**src/rtl/multdiv_pkg.sv**
```systemverilog
// Shared types and constants for the multiplier arbiter: FSM state encoding,
// requester IDs and the default watchdog limit.
package multdiv_pkg;

  typedef enum logic [1:0] {
    IDLE  = 2'd0,
    START = 2'd1,
    BUSY  = 2'd2,
    DONE  = 2'd3
  } state_t;

  localparam logic REQ_ID_0 = 1'b0;
  localparam logic REQ_ID_1 = 1'b1;

  localparam int WATCHDOG_CYCLES_DEFAULT = 40;

  function automatic logic [1:0] id_onehot(input logic id);
    return (id == REQ_ID_1) ? 2'b10 : 2'b01;
  endfunction

endpackage

```
**src/rtl/multdiv_arbiter_if.sv**
```systemverilog
// Bundle of the two requester handshakes plus the shared Booth multiplier port.
// slave: the arbiter; master: requesters and multiplier around it.
interface multdiv_arbiter_if;

  logic [1:0]  req_valid;
  logic [1:0]  req_ready;
  logic [31:0] req0_a;
  logic [31:0] req0_b;
  logic [31:0] req1_a;
  logic [31:0] req1_b;

  logic [1:0]  resp_valid;
  logic [1:0]  resp_ready;
  logic [31:0] resp_p;
  logic        resp_exc;

  logic        mult_start;
  logic [31:0] mult_a;
  logic [31:0] mult_b;
  logic [31:0] mult_p;
  logic        mult_rdy;
  logic        mult_exc;

  modport slave (
    input  req_valid, req0_a, req0_b, req1_a, req1_b, resp_ready,
           mult_p, mult_rdy, mult_exc,
    output req_ready, resp_valid, resp_p, resp_exc,
           mult_start, mult_a, mult_b
  );

  modport master (
    output req_valid, req0_a, req0_b, req1_a, req1_b, resp_ready,
           mult_p, mult_rdy, mult_exc,
    input  req_ready, resp_valid, resp_p, resp_exc,
           mult_start, mult_a, mult_b
  );

endinterface

```
**src/rtl/rr_arbiter2.sv**
```systemverilog
// Two-way round-robin grant selection; the pointer moves to the requester
// not just served whenever a response handshake completes.
module rr_arbiter2
  import multdiv_pkg::*;
(
  input  logic       clock,
  input  logic       reset_n,
  input  logic [1:0] req_valid,
  input  logic       served,
  input  logic       served_id,
  output logic       grant_valid,
  output logic       grant_id
);

  logic ptr;

  // NOTE: every always_comb output gets a default first, so no path can infer a latch.
  always_comb begin
    grant_valid = |req_valid;
    grant_id    = REQ_ID_0;
    unique case (req_valid)
      2'b10:   grant_id = REQ_ID_1;
      2'b11:   grant_id = ptr;
      default: grant_id = REQ_ID_0;
    endcase
  end

  // NOTE: state uses non-blocking assignments and an asynchronous active-low reset.
  always_ff @(posedge clock or negedge reset_n) begin
    if (!reset_n) begin
      ptr <= REQ_ID_0;
    end else if (served) begin
      ptr <= ~served_id;
    end
  end

endmodule

```
**src/rtl/multdiv_arbiter.sv**
```systemverilog
// Arbitrates two requesters onto one shared Booth multiplier (IDLE/START/BUSY/DONE).
// Optional BUSY watchdog enabled by defining MULTARB_WATCHDOG_EN.
module multdiv_arbiter
  import multdiv_pkg::*;
#(
  parameter int WATCHDOG_CYCLES = WATCHDOG_CYCLES_DEFAULT
) (
  input  logic               clock,
  input  logic               reset_n,
  multdiv_arbiter_if.slave   bus
);

  state_t      state;
  logic        cur_id;
  logic        grant_valid;
  logic        grant_id;
  logic [1:0]  req_ready_c;
  logic        accept;
  logic        resp_hs;

  logic [1:0]  resp_valid_q;
  logic [31:0] resp_p_q;
  logic        resp_exc_q;
  logic        mult_start_q;
  logic [31:0] mult_a_q;
  logic [31:0] mult_b_q;

`ifdef MULTARB_WATCHDOG_EN
  localparam int unsigned WD_W = (WATCHDOG_CYCLES > 1) ? $clog2(WATCHDOG_CYCLES) : 1;
  localparam logic [WD_W-1:0] WD_LAST = WD_W'(WATCHDOG_CYCLES - 1);
  logic [WD_W-1:0] wd_cnt;
`endif

  rr_arbiter2 u_rr (
    .clock      (clock),
    .reset_n    (reset_n),
    .req_valid  (bus.req_valid),
    .served     (resp_hs),
    .served_id  (cur_id),
    .grant_valid(grant_valid),
    .grant_id   (grant_id)
  );

  // Acceptance is combinational so a waiting requester is taken on the first IDLE edge.
  always_comb begin
    req_ready_c = 2'b00;
    if (reset_n && state == IDLE && grant_valid) begin
      req_ready_c = id_onehot(grant_id);
    end
  end

  assign accept  = |req_ready_c;
  assign resp_hs = (state == DONE) && bus.resp_ready[cur_id];

  always_ff @(posedge clock or negedge reset_n) begin
    if (!reset_n) begin
      state        <= IDLE;
      cur_id       <= REQ_ID_0;
      resp_valid_q <= 2'b00;
      resp_p_q     <= '0;
      resp_exc_q   <= 1'b0;
      mult_start_q <= 1'b0;
      mult_a_q     <= '0;
      mult_b_q     <= '0;
`ifdef MULTARB_WATCHDOG_EN
      wd_cnt       <= '0;
`endif
    end else begin
      mult_start_q <= 1'b0;
      unique case (state)
        IDLE: begin
          if (accept) begin
            cur_id       <= grant_id;
            mult_a_q     <= (grant_id == REQ_ID_1) ? bus.req1_a : bus.req0_a;
            mult_b_q     <= (grant_id == REQ_ID_1) ? bus.req1_b : bus.req0_b;
            mult_start_q <= 1'b1;
            state        <= START;
          end
        end
        START: begin
          state <= BUSY;
`ifdef MULTARB_WATCHDOG_EN
          wd_cnt <= '0;
`endif
        end
        BUSY: begin
          if (bus.mult_rdy) begin
            resp_p_q     <= bus.mult_p;
            resp_exc_q   <= bus.mult_exc;
            resp_valid_q <= id_onehot(cur_id);
            state        <= DONE;
`ifdef MULTARB_WATCHDOG_EN
          end else if (wd_cnt == WD_LAST) begin
            // Multiplier hung: report an aborted operation instead of waiting forever.
            resp_p_q     <= '0;
            resp_exc_q   <= 1'b1;
            resp_valid_q <= id_onehot(cur_id);
            state        <= DONE;
          end else begin
            wd_cnt <= wd_cnt + 1'b1;
`endif
          end
        end
        DONE: begin
          if (resp_hs) begin
            resp_valid_q <= 2'b00;
            state        <= IDLE;
          end
        end
        default: state <= IDLE;
      endcase
    end
  end

  assign bus.req_ready  = req_ready_c;
  assign bus.resp_valid = resp_valid_q;
  assign bus.resp_p     = resp_p_q;
  assign bus.resp_exc   = resp_exc_q;
  assign bus.mult_start = mult_start_q;
  assign bus.mult_a     = mult_a_q;
  assign bus.mult_b     = mult_b_q;

endmodule
```
**src/flat_wrapper.sv**
```systemverilog
// flat-port wrapper written by rule: the top's interface ports become plain ports
module multdiv_arbiter_flat import multdiv_pkg::*;
#(
  parameter int WATCHDOG_CYCLES = WATCHDOG_CYCLES_DEFAULT
)
  (clock, reset_n, bus_req_valid, bus_req0_a, bus_req0_b, bus_req1_a, bus_req1_b, bus_resp_ready, bus_mult_p, bus_mult_rdy, bus_mult_exc, bus_req_ready, bus_resp_valid, bus_resp_p, bus_resp_exc, bus_mult_start, bus_mult_a, bus_mult_b);
  multdiv_arbiter_if bus_i ();
  input  logic clock;
  input  logic reset_n;
  input wire logic [$bits(bus_i.req_valid)-1:0] bus_req_valid;
  input wire logic [$bits(bus_i.req0_a)-1:0] bus_req0_a;
  input wire logic [$bits(bus_i.req0_b)-1:0] bus_req0_b;
  input wire logic [$bits(bus_i.req1_a)-1:0] bus_req1_a;
  input wire logic [$bits(bus_i.req1_b)-1:0] bus_req1_b;
  input wire logic [$bits(bus_i.resp_ready)-1:0] bus_resp_ready;
  input wire logic [$bits(bus_i.mult_p)-1:0] bus_mult_p;
  input wire logic [$bits(bus_i.mult_rdy)-1:0] bus_mult_rdy;
  input wire logic [$bits(bus_i.mult_exc)-1:0] bus_mult_exc;
  output wire logic [$bits(bus_i.req_ready)-1:0] bus_req_ready;
  output wire logic [$bits(bus_i.resp_valid)-1:0] bus_resp_valid;
  output wire logic [$bits(bus_i.resp_p)-1:0] bus_resp_p;
  output wire logic [$bits(bus_i.resp_exc)-1:0] bus_resp_exc;
  output wire logic [$bits(bus_i.mult_start)-1:0] bus_mult_start;
  output wire logic [$bits(bus_i.mult_a)-1:0] bus_mult_a;
  output wire logic [$bits(bus_i.mult_b)-1:0] bus_mult_b;
  assign bus_i.req_valid = bus_req_valid;
  assign bus_i.req0_a = bus_req0_a;
  assign bus_i.req0_b = bus_req0_b;
  assign bus_i.req1_a = bus_req1_a;
  assign bus_i.req1_b = bus_req1_b;
  assign bus_i.resp_ready = bus_resp_ready;
  assign bus_i.mult_p = bus_mult_p;
  assign bus_i.mult_rdy = bus_mult_rdy;
  assign bus_i.mult_exc = bus_mult_exc;
  assign bus_req_ready = bus_i.req_ready;
  assign bus_resp_valid = bus_i.resp_valid;
  assign bus_resp_p = bus_i.resp_p;
  assign bus_resp_exc = bus_i.resp_exc;
  assign bus_mult_start = bus_i.mult_start;
  assign bus_mult_a = bus_i.mult_a;
  assign bus_mult_b = bus_i.mult_b;
  multdiv_arbiter #(.WATCHDOG_CYCLES(WATCHDOG_CYCLES)) u_core (.clock(clock), .reset_n(reset_n), .bus(bus_i));
endmodule
```
**config.mk**
```make
export PLATFORM = sky130hd
export DESIGN_NAME = multdiv_arbiter_flat
export DESIGN_NICKNAME = d
export VERILOG_FILES = /design/src/rtl/multdiv_pkg.sv /design/src/rtl/multdiv_arbiter_if.sv /design/src/rtl/rr_arbiter2.sv /design/src/rtl/multdiv_arbiter.sv /design/src/flat_wrapper.sv
export SDC_FILE = /design/constraint.sdc
export NUM_CORES = 1
export LEC_CHECK = 0
export ABC_AREA = 1
export CAP_MARGIN = 10
export CORE_MARGIN = 1.5
export CORE_UTILIZATION = 40
export CTS_CLUSTER_DIAMETER = 60
export DETAILED_ROUTE_END_ITERATION = 10
export PLACE_DENSITY = 0.87
export SLEW_MARGIN = 10
export SYNTH_ARGS = -nofsm -noshare
export SYNTH_HDL_FRONTEND = slang
export SYNTH_SLANG_ARGS = --single-unit
```
**constraint.sdc**
```tcl
create_clock -name clock -period 3.3 [get_ports clock]
set_input_delay 0.66 -clock clock [delete_from_list [all_inputs] [get_ports clock]]
set_output_delay 0.66 -clock clock [all_outputs]
set_load 0.1 [all_outputs]
```
==> results.toml <==
[route]
vias = 4258
ant_nets = 0
wl_per_cell_um = 14.78
drt_first_pass_iters = 4
avgViaCountPerCell = 4.900
wl_mm = 12.84
remaining_drc_errors = 0
drtIter0Drc = 238

[synthesis]
synth-edff-count = 0
ys.warnings.count = 0
postSynthCellCount = 463
synth_mux_area_share_pct = 8.438
yosys.area.top_type_share_pct = 59.09
synth_top_family_by_area = "simple AND/OR/NAND/NOR gates"
yosysTopAreaCell = "dfrtp_1"
synth_compound_area_share_pct = 0.9943
synth_fa_ha_area_share_pct = 1.136
synth_xor_area_share_pct = 0
synth_nets = 635
ys_seq_area_share_pct = 59.09
ys_types = 21
ys_ff_latch = 104
ys.flop_type = "dfrtp_1"
synth.area.top_cells = "dfrtp_1 (59%), nand2_1 (18%), mux2_2 (8.4%)"
synthSimpleGateAreaFrac_pct = 26.02
async_reset_ff_share_pct = 100.0
syn_avg_cell_area_um2 = 9.512
netlist_area_um2 = 4404

[grt]
grt_pass1_wl_mm = 20.07
overflow = 0
grt_max_degree = 67
grt_antenna_before_repair = 0
grt.total_usage_pct = 22.03
grt_pass1_vias = 4335

[floorplan]
design.core.area_um2 = 10790
initial_core_util_pct = 40.81
fp.dieW_um = 107.9
ios = 270
die_h_um = 107.9
die_area_um2 = 11650
num_rows = 38

[critical_path]
path_buf_inv = 3
crit_chain = "clkdlybuf4s50_1, inv_1, o21ai_1, nor2_4, buf_12"
path_delay_family = "buffers and inverters"
crit_fanout = 2
crit_arrival_ns = 1.68
cp.required_ns = 2.64
slowest_stage = "clkdlybuf4s50_1"
crit_type = "input pin to output port"
end_kind = "output port"
start_kind = "input pin"
cp_slowest_stage_delay_ns = 0.48

[final_layout]
drive_above_1_share_pct = 22.09
final_common_cell = "nand2_1"
multi_input_area_um2 = 1624
insertedDiodeCount = 0
n_fill_cell = 832
fin_nets = 897
postLayoutCellArea_um2 = 7164
synthToLayoutAreaGrowth_pct = 62.67
layout_common_cells = "nand2_1 (208), clkdlybuf4s50_1 (166), buf_4 (107), dfrtp_1 (104), nand3_1 (66)"
register_area_um2 = 2603

[job]
cap_violations = 0

[timing]
setup_viol = 0
tns_ns = 0
max_slew.worst_pin.slew_ns = 0.7644
max_freq_mhz = 427.6
period_share_pct = 70.87
period_minus_slack_ns = 2.339
skew_ns = 0.007058
drv_slew = 0
rsz0062_at_grt = "false"
hold_viol = 0
maxSlewHeadroom_pct = 49.04

[clocking]
clock-root-buffer = "clkbuf_8"
cts_sinks = 104
cts_htree_levels = 3
ctsHoldBuffers = 0
clkSlewWorstSetupHoldPaths_ns = 0.09
cts_setup_buffers = 0
cts_made_buffers = 9
clock_latency_ns = 0.35
cts.path.max_buffers = 2
cts_tree = "yes"
cts_resized = 0

[run_status]
status = "complete, no violations"

[placed_design]
portBuffers = 269
dpl.hpwl_mm = 9.607
dpl_cell_area_um2 = 6944
gp_congestion = 0.7896

[worst_hold_path]
hold_path_class = "input pin to async pin"
==> path summary, 6_finish.rpt <==
kind                            slack [ns]                                end  cells after the start                        startpoint
max in group asynchronous             1.74  u_core.bus.mult_a[28]$_DFFE_PN0P_                      3                           reset_n
min in group clock                    0.50   u_core.bus.mult_a[6]$_DFFE_PN0P_                      2  u_core.bus.mult_a[6]$_DFFE_PN0P_
worst min-delay path                  0.39  u_core.bus.mult_a[21]$_DFFE_PN0P_                      2                           reset_n
worst max-delay path                  0.96                   bus_req_ready[1]                      5                  bus_req_valid[0]
worst min register to register        0.50   u_core.bus.mult_a[6]$_DFFE_PN0P_                      2  u_core.bus.mult_a[6]$_DFFE_PN0P_
worst max register to register        1.28        u_core.state[1]$_DFFE_PN0P_                     10       u_core.state[0]$_DFFE_PN0P_
==> Yosys cell counts (3+ instances only) <==
cell      instances
buf_2            14
buf_6             5
clkbuf_1          3
dfrtp_1         104
ha_1              4
inv_1             9
mux2_2           33
nand2_1         208
nand3_1          66
o21ai_0           3
==> cell type report <==
class / instances / area share [%]
Clock inverter: 3 / 0.9081
Timing Repair Buffer: 275 / 34.96
Tap cell: 140 / 2.445
Inverter: 10 / 0.5239
Clock buffer: 12 / 2.166
Multi-Input combinational cell: 325 / 22.67
Sequential cell: 104 / 36.33
==> cells by family (layout without fill, tap and decap cells) <==
group	after synthesis	after routing
multiplexers	33	33
adder cells (fa/ha/maj)	4	4
AO/OA/AOI/OAI	8	8
buffers and inverters	34	300
flip-flops	104	104
AND/OR/NAND/NOR	280	280
==> worst reg2reg max path, stage by stage (launching register included) <==
cell,delay [ns]
dfrtp_1,0.38
inv_1,0.08
ha_1,0.21
nand2_1,0.13
inv_2,0.05
nand2_2,0.09
buf_4,0.54
nand2_1,0.22
nand3_1,0.15
nand2_1,0.06
nand2_1,0.06
==> metal layers <==
metal	wire length, um	track usage [%]	up-vias
met1	5013	25.61	2020
met5	0	0	-
met3	904	3.436	27
met4	314	10.06	0
li1	-	-	2006
met2	6609	39.95	205
==> stage by stage <==
step           setup slack (ns)  utilization, %  hold slack, ns  cells
2_1_floorplan             1.186               -          0.3644    463
6_report                 0.9612           66.38          0.3872    869
3_3_place_gp             0.9398           64.34          0.4682    854
3_5_place_dp             0.8588           64.34          0.4826    854
5_1_grt                  0.8978           66.38          0.4308    869
4_1_cts                  0.9526           66.38          0.3941    869
==> flip-flops by register name (all words and copies together), names as in the netlist <==
signal	flops
u_core.u_rr.ptr	1
u_core.cur_id	1
u_core.bus.mult_start	1
u_core.bus.resp_p	32
u_core.bus.mult_b	32
u_core.bus.resp_exc	1
u_core.bus.mult_a	32
u_core.bus.resp_valid	2
u_core.state	2
Power is not shown: default switching activity piles up to over one toggle a cycle in this logic, so the estimate is an artifact.
